$ cat src/rtl/ex_muldiv_pkg.sv
// Shared encodings and helpers for the EX-stage iterative multiply/divide unit.
package ex_muldiv_pkg;

    // Iterations per operation; one operand bit is consumed per RUN cycle.
    localparam int MD_ITER = 32;

    // Operation select as decoded by ID; bit 1 = divide, bit 0 = unsigned.
    typedef enum logic [1:0] {
        MD_MULT  = 2'b00,
        MD_MULTU = 2'b01,
        MD_DIV   = 2'b10,
        MD_DIVU  = 2'b11
    } md_op_e;

    // Controller states.
    typedef enum logic [1:0] {
        ST_IDLE = 2'b00,
        ST_RUN  = 2'b01,
        ST_DONE = 2'b10
    } md_state_e;

    // True for DIV/DIVU.
    function automatic logic is_div_op(md_op_e op);
        return op[1];
    endfunction

    // True for MULT/DIV, the two's-complement variants.
    function automatic logic is_signed_op(md_op_e op);
        return ~op[0];
    endfunction

    // Magnitude of a value when it is to be treated as negative, else raw.
    function automatic logic [31:0] mag32(logic [31:0] v, logic neg);
        return neg ? (~v + 32'd1) : v;
    endfunction

endpackage

$ cat src/rtl/ex_muldiv_if.sv
// Operand/result bundle between the EX stage and the multiply/divide unit.
interface ex_muldiv_if;
    import ex_muldiv_pkg::*;

    logic        start;     // EX holds a mul/div instruction (level)
    md_op_e      op;        // operation select
    logic [31:0] src_a;     // rs: dividend / multiplicand
    logic [31:0] src_b;     // rt: divisor / multiplier
    logic        annul;     // flush the in-flight operation
    logic        busy;      // unit not idle
    logic        stallreq;  // hold EX and upstream
    logic        ready;     // one-cycle pulse, hi/lo valid
    logic [31:0] hi;        // product high word / remainder
    logic [31:0] lo;        // product low word / quotient

    // EX side: issues operations, consumes results.
    modport master (
        output start, op, src_a, src_b, annul,
        input  busy, stallreq, ready, hi, lo
    );

    // Unit side.
    modport slave (
        input  start, op, src_a, src_b, annul,
        output busy, stallreq, ready, hi, lo
    );
endinterface

$ cat src/rtl/ex_muldiv.sv
// Iterative MULT/MULTU/DIV/DIVU unit: one operand bit per cycle on
// magnitudes, sign correction folded into the final RUN cycle.
module ex_muldiv
    import ex_muldiv_pkg::*;
#(
    parameter int ITER = MD_ITER
) (
    input  logic        clk,
    input  logic        rst,
    ex_muldiv_if.slave  md
);

    localparam int CNT_W = $clog2(ITER);
    localparam logic [CNT_W-1:0] CNT_LAST = CNT_W'(ITER - 1);

    md_state_e        state_q,   state_d;
    logic [CNT_W-1:0] cnt_q,     cnt_d;
    md_op_e           op_q,      op_d;
    logic             neg_res_q, neg_res_d;  // product / quotient negated
    logic             neg_rem_q, neg_rem_d;  // remainder negated (sign of a)
    logic [31:0]      opnd_q,    opnd_d;     // multiplicand or divisor magnitude
    logic [63:0]      acc_q,     acc_d;      // {partial high, shifting low word}
    logic [31:0]      hi_q,      hi_d;
    logic [31:0]      lo_q,      lo_d;

    // Iteration step and sign-correction terms.
    logic [32:0] mul_sum;
    logic [32:0] div_shift;
    logic [32:0] div_diff;
    logic [63:0] step_acc;
    logic [63:0] prod_fix;
    logic [31:0] quo_fix;
    logic [31:0] rem_fix;

    // Operand capture terms used when an operation is accepted in IDLE.
    logic        sgn_a;
    logic        sgn_b;
    logic [31:0] mag_a;
    logic [31:0] mag_b;
    logic        accept;

    // One datapath step. Multiply: the low word holds the multiplier and
    // shifts right LSB first while the partial product grows from the top.
    // Divide: the low word holds the dividend and shifts left MSB first;
    // quotient bits enter at the bottom, partial remainder lives on top.
    always_comb begin
        mul_sum   = {1'b0, acc_q[63:32]} + (acc_q[0] ? {1'b0, opnd_q} : 33'd0);
        div_shift = {acc_q[63:32], acc_q[31]};
        div_diff  = div_shift - {1'b0, opnd_q};
        step_acc  = {mul_sum, acc_q[31:1]};
        if (is_div_op(op_q)) begin
            if (div_diff[32]) begin
                step_acc = {div_shift[31:0], acc_q[30:0], 1'b0};
            end else begin
                step_acc = {div_diff[31:0], acc_q[30:0], 1'b1};
            end
        end
        // Magnitude results of the last step re-signed for hi/lo. The
        // most-negative quotient wraps back to itself, which is intended.
        prod_fix = neg_res_q ? (64'd0 - step_acc)        : step_acc;
        quo_fix  = neg_res_q ? (32'd0 - step_acc[31:0])  : step_acc[31:0];
        rem_fix  = neg_rem_q ? (32'd0 - step_acc[63:32]) : step_acc[63:32];
    end

    // Operand magnitudes and sign flags; unsigned ops never negate.
    always_comb begin
        sgn_a  = is_signed_op(md.op) & md.src_a[31];
        sgn_b  = is_signed_op(md.op) & md.src_b[31];
        mag_a  = mag32(md.src_a, sgn_a);
        mag_b  = mag32(md.src_b, sgn_b);
        accept = md.start & ~md.annul;
    end

    // Next-state and next-datapath logic for the IDLE/RUN/DONE controller.
    always_comb begin
        state_d   = state_q;
        cnt_d     = cnt_q;
        op_d      = op_q;
        neg_res_d = neg_res_q;
        neg_rem_d = neg_rem_q;
        opnd_d    = opnd_q;
        acc_d     = acc_q;
        hi_d      = hi_q;
        lo_d      = lo_q;

        unique case (state_q)
            ST_IDLE: begin
                if (accept) begin
                    op_d      = md.op;
                    neg_res_d = sgn_a ^ sgn_b;
                    neg_rem_d = sgn_a;
                    cnt_d     = '0;
                    if (is_div_op(md.op)) begin
                        opnd_d = mag_b;
                        acc_d  = {32'd0, mag_a};
                    end else begin
                        opnd_d = mag_a;
                        acc_d  = {32'd0, mag_b};
                    end
                    // Divide by zero skips the iteration with a fixed answer.
                    if (is_div_op(md.op) && (md.src_b == 32'd0)) begin
                        hi_d    = md.src_a;
                        lo_d    = 32'hFFFF_FFFF;
                        state_d = ST_DONE;
                    end else begin
                        state_d = ST_RUN;
                    end
                end
            end
            ST_RUN: begin
                acc_d = step_acc;
                cnt_d = cnt_q + CNT_W'(1);
                if (cnt_q == CNT_LAST) begin
                    if (is_div_op(op_q)) begin
                        hi_d = rem_fix;
                        lo_d = quo_fix;
                    end else begin
                        hi_d = prod_fix[63:32];
                        lo_d = prod_fix[31:0];
                    end
                    state_d = ST_DONE;
                end
            end
            ST_DONE: begin
                state_d = ST_IDLE;
            end
            default: begin
                state_d = ST_IDLE;
            end
        endcase

        // A flush abandons the operation and leaves the last result intact.
        if (md.annul) begin
            state_d = ST_IDLE;
            cnt_d   = '0;
            hi_d    = hi_q;
            lo_d    = lo_q;
        end
    end

    // Controller and datapath registers.
    always_ff @(posedge clk) begin
        if (rst) begin
            state_q   <= ST_IDLE;
            cnt_q     <= '0;
            op_q      <= MD_MULT;
            neg_res_q <= 1'b0;
            neg_rem_q <= 1'b0;
            opnd_q    <= '0;
            acc_q     <= '0;
            hi_q      <= '0;
            lo_q      <= '0;
        end else begin
            state_q   <= state_d;
            cnt_q     <= cnt_d;
            op_q      <= op_d;
            neg_res_q <= neg_res_d;
            neg_rem_q <= neg_rem_d;
            opnd_q    <= opnd_d;
            acc_q     <= acc_d;
            hi_q      <= hi_d;
            lo_q      <= lo_d;
        end
    end

    // Stall is dropped in DONE so EX advances in the same cycle ready pulses.
    assign md.busy     = (state_q != ST_IDLE);
    assign md.ready    = (state_q == ST_DONE) & ~md.annul;
    assign md.stallreq = md.start & (state_q != ST_DONE) & ~md.annul;
    assign md.hi       = hi_q;
    assign md.lo       = lo_q;

endmodule

$ cat src/flat_wrapper.sv
// flat-port wrapper written by rule: the top's interface ports become plain ports
module ex_muldiv_flat import ex_muldiv_pkg::*;
#(
    parameter int ITER = MD_ITER
)
  (clk, rst, md_start, md_op, md_src_a, md_src_b, md_annul, md_busy, md_stallreq, md_ready, md_hi, md_lo);
  ex_muldiv_if md_i ();
  input  logic clk;
  input  logic rst;
  input wire logic [$bits(md_i.start)-1:0] md_start;
  input wire logic [$bits(md_i.op)-1:0] md_op;
  input wire logic [$bits(md_i.src_a)-1:0] md_src_a;
  input wire logic [$bits(md_i.src_b)-1:0] md_src_b;
  input wire logic [$bits(md_i.annul)-1:0] md_annul;
  output wire logic [$bits(md_i.busy)-1:0] md_busy;
  output wire logic [$bits(md_i.stallreq)-1:0] md_stallreq;
  output wire logic [$bits(md_i.ready)-1:0] md_ready;
  output wire logic [$bits(md_i.hi)-1:0] md_hi;
  output wire logic [$bits(md_i.lo)-1:0] md_lo;
  assign md_i.start = md_start;
  assign md_i.op = md_op;
  assign md_i.src_a = md_src_a;
  assign md_i.src_b = md_src_b;
  assign md_i.annul = md_annul;
  assign md_busy = md_i.busy;
  assign md_stallreq = md_i.stallreq;
  assign md_ready = md_i.ready;
  assign md_hi = md_i.hi;
  assign md_lo = md_i.lo;
  ex_muldiv #(.ITER(ITER)) u_core (.clk(clk), .rst(rst), .md(md_i));
endmodule
$ cat config.mk
export PLATFORM = sky130hd
export DESIGN_NAME = ex_muldiv_flat
export DESIGN_NICKNAME = d
export VERILOG_FILES = /design/src/rtl/ex_muldiv_pkg.sv /design/src/rtl/ex_muldiv_if.sv /design/src/rtl/ex_muldiv.sv /design/src/flat_wrapper.sv
export SDC_FILE = /design/constraint.sdc
export NUM_CORES = 1
export LEC_CHECK = 0
export ABC_CLOCK_PERIOD_IN_PS = 7450
export CAP_MARGIN = 20
export CORE_AREA = 2 2 164 166
export DETAILED_ROUTE_END_ITERATION = 10
export DIE_AREA = 0 0 166 168
export GPL_TIMING_DRIVEN = 0
export PLACE_DENSITY = 0.81
export SETUP_SLACK_MARGIN = 0.3
export SLEW_MARGIN = 20
export SYNTH_ARGS = -nofsm -noshare
export SYNTH_HDL_FRONTEND = slang
export SYNTH_SLANG_ARGS = --single-unit
$ cat constraint.sdc
create_clock -name clk -period 7.45 [get_ports clk]
set_input_delay 0.745 -clock clk [delete_from_list [all_inputs] [get_ports clk]]
set_output_delay 0.745 -clock clk [all_outputs]
set_load 0.01 [all_outputs]
==> impl_metrics.json <==
{
  "status": "finished with violations",
  "violations": "design-rule violations",
  "gp_congestion": 1.08,
  "rsz0062_at_grt": "yes",
  "crit_fanout": 10,
  "clock_latency_ns": 0.46,
  "min-delay-start": "u_core.md.hi[31]",
  "wl_per_cell_um": 26.0,
  "slowest_delay_ns": 0.61,
  "ys_seq_area_share_pct": 21.9,
  "drive_gt1_share_pct": 4.80,
  "wl_um": 70700,
  "r2r_cells": 22,
  "stdcell_count": 2716,
  "cpMostUsedCell": "nor2_1",
  "grt-ovfl-total": 0,
  "synth-edff-count": 0,
  "worstPathCellList": "ha_1, a21oi_1, o21ai_0, a21oi_1, a21oi_2, o211ai_2, buf_2, nor2_1, nor2_1, ha_1, or3b_2, nor3_1, nand3b_1, or2_2, clkbuf_1, nor2_1, nor2_1, o22ai_1, a31oi_1, xnor2_1, nand2_1, a31oi_1",
  "final_common_cell": "nor2_1",
  "grt_pass1_wl_um": 105000,
  "setup_violations": 0,
  "root_buffer": "clkbuf_16",
  "p_per_area_nw_per_um2": 153,
  "synthDistinctLibCells": 90,
  "ir_drop_v": 0.000121,
  "syn-num-nets": 2350,
  "yosys_warnings": 0,
  "max_freq_mhz": 141,
  "drt_iter0_drc": 2749,
  "r2r_start": "u_core.acc_q[42]",
  "hold_class": "reg -> reg",
  "nets": 2504,
  "critPathCaptureType": "flop",
  "synthCells": 2208,
  "antenna_left": 0,
  "numPortBuffers": 135,
  "num_vias": 18900,
  "startpoint_type": "flop",
  "setup_tns_ns": 0,
  "cts_buffers": 17,
  "cts_tree": "done",
  "cp_num_buf_inv": 2,
  "fin_crit_ns": 7.10,
  "hold_viol_final": 0,
  "synth-main-ff-cell": "dfxtp_1",
  "grt_usage_pct": 48.9,
  "swShare_pct": 39.2,
  "cp.arrival_ns": 7.47,
  "final_cell_mix": "nor2_1 (270), nand2_1 (233), a21oi_1 (217)",
  "drtPass1Iterations": 11,
  "grt_max_degree": 20,
  "worstMarginPinSlew_ns": 1.10,
  "min_path_cells": 2,
  "crit_required_ns": 7.82,
  "cts.sinks": 170,
  "rows": 60,
  "worstSetupPathType": "reg -> reg",
  "rrSetupSlack_ns": 0.35,
  "grt_pass1_vias": 17700,
  "fin_skew_ns": 0.0222,
  "htree_levels": 4,
  "cts_hold_buf": 0,
  "grt_antenna_before_repair": 4,
  "via_per_inst": 6.97,
  "fp.dieArea_um2": 27900,
  "stdcell_area_um2": 17900,
  "synthToLayoutAreaGrowth_pct": 15.4,
  "p_leak_uw": 0.00670,
  "crit_family": "simple AND/OR/NAND/NOR gates",
  "max_slew_margin_pct": 26.3,
  "power_frac_seq_pct": 35.3,
  "rr_endpoint": "u_core.md.hi[20]",
  "place_area_um2": 17300,
  "ios": 137,
  "period_share_pct": 95.2,
  "start_util_pct": 59.0,
  "dp_cells": 2684,
  "die_x_um": 166,
  "post-route-drc-count": 2,
  "die_h_um": 168,
  "clk_pin_slew_ns": 0.08,
  "synth_seq_cells": 170,
  "critPathSlowestCell": "nor2_1",
  "min_to": "u_core.md.hi[31]",
  "cap_viol_max_count": 0,
  "core-area_um2": 26400,
  "clockBufferDepth": 2,
  "async_flop_share_pct": 0,
  "switchingPower_uw": 1080,
  "final-max-slew-violation-count": 0,
  "detailed_place_hpwl_um": 56600,
  "syn_area_per_cell_um2": 7.04,
  "n_antenna_cell": 0,
  "clkPwrFrac_pct": 33.3,
  "synth_area_um2": 15500,
  "power.internal_uw": 1670,
  "p_comb_share_pct": 31.4
}
-- worst min-delay path, stage by stage (launching register included) --
cell and delay [ns]:
dfxtp_1 0.32, nand2_1 0.05, o21ai_1 0.05
-- cells by family (layout without fill, tap and decap cells) --
| logic type | Yosys count | in the layout | synth area share, % |
|---|---|---|---|
| AO/OA/AOI/OAI | 686 | 686 | 28.4 |
| flip-flops | 170 | 170 | 21.9 |
| adder cells (fa/ha/maj) | 72 | 72 | 5.89 |
| XOR/XNOR | 162 | 162 | 9.13 |
| multiplexers | 58 | 58 | 3.83 |
| buffers and inverters | 213 | 380 | 5.38 |
| AND/OR/NAND/NOR | 847 | 847 | 25.5 |
-- area by class of cell --
type	count	area (µm²)
multi-input combinational	1825	11300
clock buffer	17	425
clock inverter	15	174
timing repair buffer	135	1350
sequential	170	3400
tap	341	427
inverter	67	251
fill	2401	8410
buffer	146	598
-- what timing repair did --
item                                   4_1_cts  5_1_grt
endpoints found under the hold margin        0        0
setup buffers                                0        0
gates resized for setup                      0        5
setup endpoints to repair                    0        7
-- flip-flops by register name (all words and copies together), names as in the netlist --
name	flops
u_core.op_q	1
u_core.md.lo	32
u_core.acc_q	64
u_core.md.hi	32
u_core.state_q	2
u_core.neg_rem_q	1
u_core.cnt_q	5
u_core.neg_res_q	1
u_core.opnd_q	32
-- how the worst max path moves through the flow --
stage	from	end	slack (ns)	cells after the start
after floorplan	u_core.acc_q[31]	u_core.md.hi[16]	2.50	23
after global placement	u_core.opnd_q[25]	u_core.md.hi[16]	0.65	22
after detailed placement	u_core.opnd_q[25]	u_core.md.hi[16]	0.61	22
after CTS	u_core.opnd_q[25]	u_core.md.hi[16]	0.58	22
after global routing	u_core.acc_q[42]	u_core.md.hi[16]	0.24	21
final	u_core.acc_q[42]	u_core.md.hi[20]	0.35	22
-- cell usage after synthesis, types with 6 or more instances --
cell type	number	share of area, %
o211ai_1	42	2.0
nor3_1	69	2.2
nor2b_1	11	0.44
or4_1	9	0.43
nor2_1	270	6.5
nand3_1	63	2.0
o21a_1	18	0.87
mux2i_1	46	3.0
o21ai_0	130	4.2
nand2b_1	21	0.85
nand4_1	18	0.72
o31ai_1	17	0.82
dfxtp_1	170	22
a21boi_0	6	0.29
nor4_1	16	0.64
a211oi_1	37	1.8
a311oi_1	20	1.1
a22oi_1	6	0.29
and4_1	6	0.34
or2_2	18	0.72
a31oi_1	52	2.1
mux2_2	12	0.87
nand2_1	233	5.6
ha_1	70	5.6
inv_1	65	1.6
clkbuf_1	100	2.4
buf_1	26	0.63
o21bai_1	10	0.48
nor3b_1	8	0.39
xnor2_1	94	5.3
a21oi_1	217	7.0
and3_1	21	0.85
buf_2	17	0.55
and2_1	48	1.9
o22ai_1	14	0.56
or3_1	18	0.72
o41ai_1	6	0.34
a21o_1	30	1.4
a221oi_1	15	0.85
xor2_1	68	3.8
-- per-stage QoR --
stage / total power [µW] / worst slack [ns] / util [%] / hold slack (ns)
2_1_floorplan: 1490 / 2.50 / - / 0.440
3_3_place_gp: 1780 / 0.650 / 65.7 / 0.447
3_5_place_dp: 1800 / 0.606 / 65.7 / 0.445
4_1_cts: 2680 / 0.577 / 68.0 / 0.456
5_1_grt: 2810 / 0.237 / 68.1 / 0.499
6_report: 2740 / 0.354 / 68.1 / 0.452
-- power groups by stage --
stage                     Clock (µW)  Combinational [µW]  Sequential [µW]
after floorplan                    0                 521              969
after global placement             0                 799              985
after detailed placement           0                 809              986
after CTS                        902                 815              965
after global routing             936                 902              969
final                            915                 861              969
-- layer usage --
layer  global-route usage (%)  wire (µm)  vias to the layer above
met2                     74.2      29200                     1487
met1                     57.2      24700                     8691
met5                        0         83                        -
met3                     15.8       9920                      440
li1                         -          -                     8306
met4                     38.1       6850                        6
Note: power is estimated with default switching activity, not from simulation.
